--- src/rtl/vp_pkg.sv ---
// Shared constants, encodings and the write-back bundle type for the vector memory stage.
// Lane geometry is fixed here; the stride option (MEM_STRIDE_EN) lives in mem_stage.
package vp_pkg;

   localparam int LANES  = 8;
   localparam int LANE_W = 24;
   localparam int ADDR_W = 21;
   localparam int VEC_W  = LANES * LANE_W;
   localparam int BEAT_W = (LANES > 1) ? $clog2(LANES) : 1;

   typedef enum logic [1:0] {
      MEM_NONE   = 2'b00,
      MEM_VLOAD  = 2'b01,
      MEM_VSTORE = 2'b10
   } mem_op_e;

   typedef enum logic [1:0] {
      IDLE,
      LOAD,
      STORE,
      DONE
   } state_e;

   typedef struct packed {
      logic [3:0]        dest;
      logic              destType;
      logic [VEC_W-1:0]  memData;
      logic [ADDR_W-1:0] regE;
      logic [VEC_W-1:0]  regV;
      logic [1:0]        wb;
   } wb_bundle_t;

endpackage

--- src/rtl/mem_lane_seq.sv ---
// Beat sequencer for vector memory ops: beat counter, running lane address,
// store-lane selection and load-lane assembly.
module mem_lane_seq
   import vp_pkg::*;
(
   input  logic              clk,
   input  logic              rst_n,
   input  logic              start,
   input  logic [ADDR_W-1:0] base,
   input  logic [ADDR_W-1:0] step,
   input  logic              beat_done,
   input  logic              capture,
   input  logic [LANE_W-1:0] rdata,
   input  logic [VEC_W-1:0]  store_vec,
   output logic [ADDR_W-1:0] addr,
   output logic [LANE_W-1:0] lane_data,
   output logic              last_beat,
   output logic [VEC_W-1:0]  lanes
);

   logic [BEAT_W-1:0] beat;
   logic [ADDR_W-1:0] addr_q;
   logic [ADDR_W-1:0] step_q;

   assign last_beat = (beat == BEAT_W'(LANES - 1));
   assign addr      = addr_q;
   assign lane_data = store_vec[beat*LANE_W +: LANE_W];

   // The address accumulates the step on every completed beat, wrapping at ADDR_W bits.
   always_ff @(posedge clk or negedge rst_n) begin
      if (!rst_n) begin
         beat   <= '0;
         addr_q <= '0;
         step_q <= '0;
      end else if (start) begin
         beat   <= '0;
         addr_q <= base;
         step_q <= step;
      end else if (beat_done) begin
         beat   <= last_beat ? '0 : beat + BEAT_W'(1);
         addr_q <= addr_q + step_q;
      end
   end

   always_ff @(posedge clk or negedge rst_n) begin
      if (!rst_n) begin
         lanes <= '0;
      end else if (capture) begin
         lanes[beat*LANE_W +: LANE_W] <= rdata;
      end
   end

endmodule

--- src/rtl/mem_stage.sv ---
// Vector memory stage: ALU pass-through or lane-serial load/store, registered WB bundle.
// Define MEM_STRIDE_EN to use ex_stride as the lane address step (default step is 1).
module mem_stage
   import vp_pkg::*;
(
   input  logic              clk,
   input  logic              rst_n,
   input  logic              ex_valid,
   input  logic [3:0]        ex_dest,
   input  logic              ex_destType,
   input  logic [ADDR_W-1:0] ex_regE,
   input  logic [VEC_W-1:0]  ex_regV,
   input  logic [1:0]        ex_wb,
   input  logic [1:0]        ex_mem,
   input  logic [ADDR_W-1:0] ex_stride,
   output logic              mem_req,
   output logic              mem_we,
   output logic [ADDR_W-1:0] mem_addr,
   output logic [LANE_W-1:0] mem_wdata,
   input  logic [LANE_W-1:0] mem_rdata,
   input  logic              mem_ack,
   output logic              stall,
   output logic              wb_valid,
   output logic [3:0]        dest,
   output logic              destType,
   output logic [VEC_W-1:0]  memData,
   output logic [ADDR_W-1:0] regE,
   output logic [VEC_W-1:0]  regV,
   output logic [1:0]        wb
);

   state_e            state;
   state_e            state_nxt;
   logic              op_load;
   logic              op_store;
   logic              accept;
   logic              busy;
   logic              beat_done;
   logic              last_beat;
   logic              is_load;
   logic              stall_c;
   logic              req_c;
   logic              we_c;
   logic              capture_en;
   logic [ADDR_W-1:0] step;
   logic [ADDR_W-1:0] seq_addr;
   logic [LANE_W-1:0] lane_data;
   logic [VEC_W-1:0]  lanes;
   wb_bundle_t        bundle;
   wb_bundle_t        bundle_nxt;
   logic              wb_valid_q;

`ifdef MEM_STRIDE_EN
   assign step = ex_stride;
`else
   logic stride_unused;
   assign stride_unused = ^ex_stride;
   assign step = ADDR_W'(1);
`endif

   assign op_load   = ex_valid && (ex_mem == MEM_VLOAD);
   assign op_store  = ex_valid && (ex_mem == MEM_VSTORE);
   assign accept    = (state == IDLE) && (op_load || op_store);
   assign busy      = (state == LOAD) || (state == STORE);
   assign beat_done = busy && mem_ack;

   mem_lane_seq u_seq (
      .clk       (clk),
      .rst_n     (rst_n),
      .start     (accept),
      .base      (ex_regE),
      .step      (step),
      .beat_done (beat_done),
      .capture   (beat_done && (state == LOAD)),
      .rdata     (mem_rdata),
      .store_vec (ex_regV),
      .addr      (seq_addr),
      .lane_data (lane_data),
      .last_beat (last_beat),
      .lanes     (lanes)
   );

   always_ff @(posedge clk or negedge rst_n) begin
      if (!rst_n) begin
         state <= IDLE;
      end else begin
         state <= state_nxt;
      end
   end

   always_comb begin
      state_nxt = state;
      stall_c   = 1'b0;
      req_c     = 1'b0;
      we_c      = 1'b0;
      case (state)
         IDLE: begin
            if (op_load) begin
               state_nxt = LOAD;
               stall_c   = 1'b1;
            end else if (op_store) begin
               state_nxt = STORE;
               stall_c   = 1'b1;
            end
         end
         LOAD: begin
            stall_c = 1'b1;
            req_c   = 1'b1;
            if (mem_ack && last_beat) state_nxt = DONE;
         end
         STORE: begin
            stall_c = 1'b1;
            req_c   = 1'b1;
            we_c    = 1'b1;
            if (mem_ack && last_beat) state_nxt = DONE;
         end
         DONE: begin
            state_nxt = IDLE;
         end
         default: begin
            state_nxt = IDLE;
         end
      endcase
   end

   // stall also depends on live ex_* inputs, so gate it with reset to keep it low during reset.
   assign stall     = stall_c & rst_n;
   assign mem_req   = req_c;
   assign mem_we    = we_c;
   assign mem_addr  = req_c ? seq_addr : '0;
   assign mem_wdata = we_c ? lane_data : '0;

   assign capture_en = ((state == IDLE) && ex_valid && !accept) || (state == DONE);

   always_comb begin
      bundle_nxt.dest     = ex_dest;
      bundle_nxt.destType = ex_destType;
      bundle_nxt.memData  = ((state == DONE) && is_load) ? lanes : bundle.memData;
      bundle_nxt.regE     = ex_regE;
      bundle_nxt.regV     = ex_regV;
      bundle_nxt.wb       = ex_wb;
   end

   always_ff @(posedge clk or negedge rst_n) begin
      if (!rst_n) begin
         wb_valid_q <= 1'b0;
         bundle     <= '0;
         is_load    <= 1'b0;
      end else begin
         wb_valid_q <= capture_en;
         if (capture_en) bundle <= bundle_nxt;
         if (accept) is_load <= op_load;
      end
   end

   assign wb_valid = wb_valid_q;
   assign dest     = bundle.dest;
   assign destType = bundle.destType;
   assign memData  = bundle.memData;
   assign regE     = bundle.regE;
   assign regV     = bundle.regV;
   assign wb       = wb_valid_q ? bundle.wb : 2'b00;

endmodule

--- config.mk ---
export PLATFORM = sky130hd
export DESIGN_NAME = mem_stage
export DESIGN_NICKNAME = d
export VERILOG_FILES = /design/src/rtl/vp_pkg.sv /design/src/rtl/mem_lane_seq.sv /design/src/rtl/mem_stage.sv
export SDC_FILE = /design/constraint.sdc
export NUM_CORES = 1
export LEC_CHECK = 0
export ABC_AREA = 1
export CORE_AREA = 2 2 284 286
export DETAILED_ROUTE_END_ITERATION = 7
export DIE_AREA = 0 0 286 288
export PLACE_DENSITY_LB_ADDON = 0.15
export SLEW_MARGIN = 20
export SYNTH_ARGS = -nofsm -noshare
export SYNTH_HDL_FRONTEND = slang
export SYNTH_SLANG_ARGS = --single-unit
--- constraint.sdc ---
create_clock -name clk -period 3.6 [get_ports clk]
set_input_delay 0.72 -clock clk [delete_from_list [all_inputs] [get_ports clk]]
set_output_delay 0.72 -clock clk [all_outputs]
set_load 0.005 [all_outputs]
# ---- After elaboration in Yosys (flattened, before gate mapping)
# Cells that the tools add are included.
dict set report op_classes {
  shifts 3
  n_addsub 3
  n_mul 1
  eq_ne 8
  n_bitwise 1
  n_reduce_logical 18
  n_mux 18
}
# cell n
set ops {}
lappend ops {{192-bit bitwise mux} 1}
lappend ops {{24-bit by 34-bit variable shift with 192-bit output, first input constant} 1}
lappend ops {{192-bit by 9-bit variable part select with 24-bit output} 1}
lappend ops {{24-bit by 34-bit variable part select with 192-bit output} 1}
lappend ops {{21-bit two-way mux} 3}
lappend ops {{8-bit negator with 34-bit output} 1}
lappend ops {{24-bit two-way mux} 1}
lappend ops {{21-bit by 1-bit adder with 21-bit output} 1}
lappend ops {{1-bit logical AND} 9}
lappend ops {{3-bit two-way mux} 3}
lappend ops {{2-bit two-way mux} 4}
lappend ops {{2-bit equality test, second input constant} 3}
lappend ops {{2-bit case mux with 3 select lines} 1}
lappend ops {{3-bit by 2-bit multiplier with 5-bit output, second input constant} 1}
lappend ops {{2-bit by 1-bit equality test with 1-bit output, second input constant} 2}
lappend ops {{1-bit two-way mux} 4}
lappend ops {{2-bit AND reduction} 2}
lappend ops {{3-bit by 1-bit adder with 3-bit output, second input constant} 1}
lappend ops {{3-bit equality test, second input constant} 1}
lappend ops {{1-bit logical OR} 3}
lappend ops {{3-bit != test, second input constant} 1}
lappend ops {{2-bit logical NOT} 1}
lappend ops {{2-bit by 1-bit != test with 1-bit output, second input constant} 1}
lappend ops {{1-bit case mux with 2 select lines} 1}
lappend ops {{4 further kinds} 4}
dict set report word_totals {
  regBits 633
  word_cells 65
  inputBits 271
  out_inout_bits 461
}

# ---- Depth between registers and ports, before layout
dict set report depth {
  word_depth 8
  depth_mapped 21
  ltp_nobuf 17
}

# ---- Modules after synthesis
# A second synthesis with hierarchy kept.
dict set report unflattened {
  hier_cells 3838
  hier_area_um2 33588.5
}
# mod seq_area_each_um2 n_inst area_each_um2 cells_each
set modules_own_cells {}
lappend modules_own_cells {mem_stage 10410.0 1 19526.2 1914}
lappend modules_own_cells {mem_lane_seq 5930.7 1 14062.2 1924}

# ---- Least setup slack after synthesis
# OpenSTA, ideal clock, no wires.
dict set report synth_path {
  path_kind {register -> register}
  start {register u_seq.beat[0]}
  end {register u_seq.lanes[143]}
  arrival_time_ns 3.074
  setup_time_ns 0.128
  path_buffers 6
  path_stages_with_launch 18
  synth_period_minus_slack_ns 3.202
  required_ns 3.472
  slack_ns 0.398
  cell_sequence {dfrtp_1 > buf_6 > inv_1 > buf_2 > clkbuf_1 > clkbuf_1 > ha_1 > inv_1 > nor2_1 > nand2_1 > inv_1 > ha_1 > inv_1 > clkbuf_1 > nand2_1 > nand3_1 > buf_2 > o21ai_0}
}
dict set report synth_via {
  elab_chain_cells 4
  word_cells_on_any_way 5
  cone_classes {add/sub: 1; mul: 1; shift: 2; mux: 1}
}
# element line_no
set synth_lines {}
lappend synth_lines {{start: declaration} mem_lane_seq.sv:21} ;# logic [BEAT_W-1:0] beat;
lappend synth_lines {{start signal: assignment} mem_lane_seq.sv:40} ;# beat <= last_beat ? '0 : beat + BEAT_W'(1);
lappend synth_lines {{3-bit by 2-bit multiplier with 5-bit output *} mem_lane_seq.sv:49} ;# lanes[beat*LANE_W +: LANE_W] <= rdata;
lappend synth_lines {{8-bit negator with 34-bit output *} mem_lane_seq.sv:49}
lappend synth_lines {{24-bit by 34-bit variable part select with 192-bit output or 24-bit by 34-bit variable shift with 192-bit output (tied branches)} mem_lane_seq.sv:49}
lappend synth_lines {{192-bit bitwise mux *} mem_lane_seq.sv:49}
lappend synth_lines {{end signal: indexed assignment} mem_lane_seq.sv:49}
lappend synth_lines {{end: declaration} mem_lane_seq.sv:18} ;# output logic [VEC_W-1:0] lanes
# Mark *: on every way between the ends. The rest lies on a longest branch, timed or not.
# A chain may end at the register's enable or synchronous reset.

# ---- Worst setup path in the final report
dict set report layout_path {
  start {register u_seq.beat[0]}
  end {output port mem_wdata[11]}
}
dict set report layout_via {
  elab_chain_cells 3
}
# element line_no
set layout_lines {}
lappend layout_lines {{3-bit by 2-bit multiplier with 5-bit output} mem_lane_seq.sv:27} ;# assign lane_data = store_vec[beat*LANE_W +: LANE_W];
lappend layout_lines {{192-bit by 9-bit variable part select with 24-bit output} mem_lane_seq.sv:27}
lappend layout_lines {{24-bit two-way mux} mem_stage.sv:131} ;# assign mem_wdata = we_c ? lane_data : '0;
lappend layout_lines {{end: declaration} mem_stage.sv:19} ;# output logic [LANE_W-1:0] mem_wdata,
# No other way between the ends.

==> flow_metrics.tcl <==
set metrics [dict create \
    numCtsBuffers 73 \
    ys_seq_elements 633 \
    rsz0062_at_grt "yes" \
    slew_violations 0 \
    die_area_um2 82400 \
    drt-initial-drc-count 1990 \
    cts_num_sinks 633 \
    hold_viol 0 \
    period_needed_ns 3.57 \
    yosysUniqueCellTypes 45 \
    final_cell_mix "nand2_1, clkdlybuf4s50_1, dfrtp_1" \
    max_cap_violations 0 \
    clock_latency_ns 0.63 \
    worstPathCellList "buf_12, o21ai_0, o22ai_1, buf_4, o21ai_0, a31oi_1, clkdlybuf4s50_1" \
    cts_tree "yes" \
    synthCells 3676 \
    ys_seq_area_frac 0.500 \
    drive_above_1_share 0.112 \
    power_frac_comb 0.500 \
    clkTransAtPathRegs_ns 0.06 \
    die_h_um 288 \
    switching_share 0.411 \
    io_pins 732 \
    hp-class "flop to flop" \
    antenna_found_initial 10 \
    hold_slack_ns 0.469 \
    place_area_um2 37500 \
    vdd_drop_max_uv 548 \
    dpl.hpwl_um 83900 \
    synth_area_leaders "dfrtp_1, buf_4, nand2_1, o21ai_0, mux2_2" \
    max_slew_margin 0.274 \
    core_area_um2 79600 \
    powerDensity_nw_per_um2 951 \
    track_usage 0.264 \
    yosys_warnings 0 \
    std_cell_rows 104 \
    min_period_over_period 0.991 \
    start_util 0.398 \
    dr.pass1.iters 6 \
    layout_commonest_cell "nand2_1" \
    die_x_um 286 \
    intPower_w 0.0225 \
    drc 0 \
    final_util 0.505 \
    cp_data_required_time_ns 2.88 \
    viasPerCell 4.89 \
    critical_path_class "flop to primary output" \
    seq_power_share 0.301 \
    fin_nets 4272 \
    rrSetupSlack_ns 0.22 \
    start_kind "flop" \
    wl_um 111000 \
    grt_max_degree 179 \
    cpLargestDelayFamily "compound AO/OA/AOI/OAI gates" \
    finalSetupViolCount 0 \
    status "completed" \
    syn_area_um2 31700 \
    worstSetupEndpointType "primary output" \
    dp.cells 4967 \
    ant_nets 0 \
    worstMarginPinSlew_ns 1.09 \
    avgSynthCellArea_um2 8.62 \
    synth.net_count 3962 \
    p_switching_w 0.0157 \
    fin_area_um2 40200 \
    htreeDepth 3 \
    critPathSlowestCell "dfrtp_4" \
    grt_pass1_wl_um 162000 \
    layout.cells.non_filler 5107 \
    syn_to_final_growth_pct 26.7 \
    io_buffers 710 \
    leakage_nw 18.7 \
    crit_fanout 51 \
    slowest_delay_ns 0.50 \
    vias 25000 \
    path_common_cell "o21ai_0" \
    gr-total-overflow 0 \
    grt_pass1_vias 24400 \
    synth_top_area_frac 0.500 \
    clock-root-buffer "clkbuf_16" \
    gp_congestion 0.923 \
    clockPowerShare 0.199 \
    path_buf_inv 3 \
    yosys.area.top_type "dfrtp_1" \
    skew_ns 0.0319 \
    cts_buffer_depth 3 \
    cp.arrival_ns 2.85 \
    max_freq_ghz 0.280 \
    drt-wirelength-per-cell_um 21.7 \
]
-- final timing paths --
| check | end | cells past startpoint | from |
|---|---|---|---|
| worst max-delay path | mem_wdata[11] | 7 | u_seq.beat[0]$_DFFE_PN0P_ |
| worst min-delay path | u_seq.lanes[151]$_DFFE_PN0P_ | 2 | u_seq.lanes[151]$_DFFE_PN0P_ |
| worst max register to register | u_seq.lanes[72]$_DFFE_PN0P_ | 13 | u_seq.beat[0]$_DFFE_PN0P_ |
| worst min register to register | u_seq.lanes[151]$_DFFE_PN0P_ | 2 | u_seq.lanes[151]$_DFFE_PN0P_ |
| max in group asynchronous | u_seq.lanes[122]$_DFFE_PN0P_ | 4 | rst_n |
| min in group asynchronous | memData[64]$_DFFE_PN0P_ | 2 | rst_n |
-- final cells by class --
type,count,area [µm²]
Multi-Input combinational cell,2045,10600
Clock buffer,111,2220
Antenna cell,6,15.0
Clock inverter,19,225
Inverter,399,1500
Sequential cell,633,15800
Fill cell,7617,39500
Timing Repair Buffer,834,8430
Tap cell,1060,1330
-- cell families after synthesis --
kind of cell	after synthesis	synth area share
AO/OA/AOI/OAI	764	0.128
XOR/XNOR	14	0.00387
adder cells (fa/ha/maj)	15	0.00616
buffers and inverters	998	0.170
flip-flops	633	0.500
multiplexers	132	0.0469
AND/OR/NAND/NOR	1120	0.146
-- synthesized netlist by cell type, drive strengths merged --
master	count
o21bai	2
mux2	132
xnor2	2
o221ai	4
o21ai	614
nand4	30
inv	398
o211ai	4
a31o	2
a21boi	1
xor2	12
dfrtp	633
o22ai	57
nor2	250
buf	467
o31ai	8
a21oi	31
a31oi	33
ha	14
nand2	738
nor4	1
nand3	94
clkinv	1
clkbuf	132
fa	1
o21a	7
o32ai	1
or2	1
nor3	6
-- worst register-to-register path: stages (launching register included) --
cell     delay [ns]
dfrtp_4        0.50
ha_1           0.23
fa_1           0.38
nand2_1        0.12
nand2_2        0.11
nand2_1        0.10
inv_1          0.05
ha_1           0.33
inv_1          0.30
nor2_8         0.13
inv_1          0.52
o21ai_0        0.28
nand2_1        0.11
o21ai_0        0.08
-- sequential cells by signal, indices dropped and copies added (netlist names) --
| register | count |
|---|---|
| state | 2 |
| u_seq.step_q | 1 |
| bundle | 2 |
| u_seq.beat | 3 |
| u_seq.lanes | 192 |
| is_load | 1 |
| u_seq.addr | 21 |
| wb_valid | 1 |
| regE | 21 |
| memData | 192 |
| dest | 4 |
| regV | 192 |
| destType | 1 |
-- power groups by stage --
stage	registers [W]	logic, W	clock network (W)
2_1_floorplan	0.0110	0.0114	0
3_3_place_gp	0.0116	0.0189	0
3_5_place_dp	0.0116	0.0190	0
4_1_cts	0.0115	0.0192	0.00776
5_1_grt	0.0118	0.0208	0.00807
6_report	0.0115	0.0191	0.00759
-- what timing repair did --
action | 4_1_cts | 5_1_grt
buffers inserted | 0 | 1
hold buffers | 1 | 0
endpoints found under the setup margin | 23 | 46
cloned | 1 | 1
resized for setup | 38 | 13
pin swaps | 5 | 2
endpoints found under the hold margin | 26 | 0
-- layer usage --
layer  part of all wire  global-route usage  routed length, µm
met1               0.39               0.309              43000
met5            0.00036                   0                 40
met2               0.50               0.463              55800
met3              0.069              0.0647               7680
met4              0.039               0.102               4300
-- stage by stage --
stage          setup WS (ns)  total power, W  TNS [ns]
2_1_floorplan          0.398          0.0223         0
3_3_place_gp          -0.107          0.0304    -0.271
3_5_place_dp         -0.0949          0.0306    -0.263
4_1_cts              -0.0162          0.0385   -0.0162
5_1_grt              -0.0468          0.0407    -0.200
6_report              0.0318          0.0382         0
(Power assumes the default switching activity.)
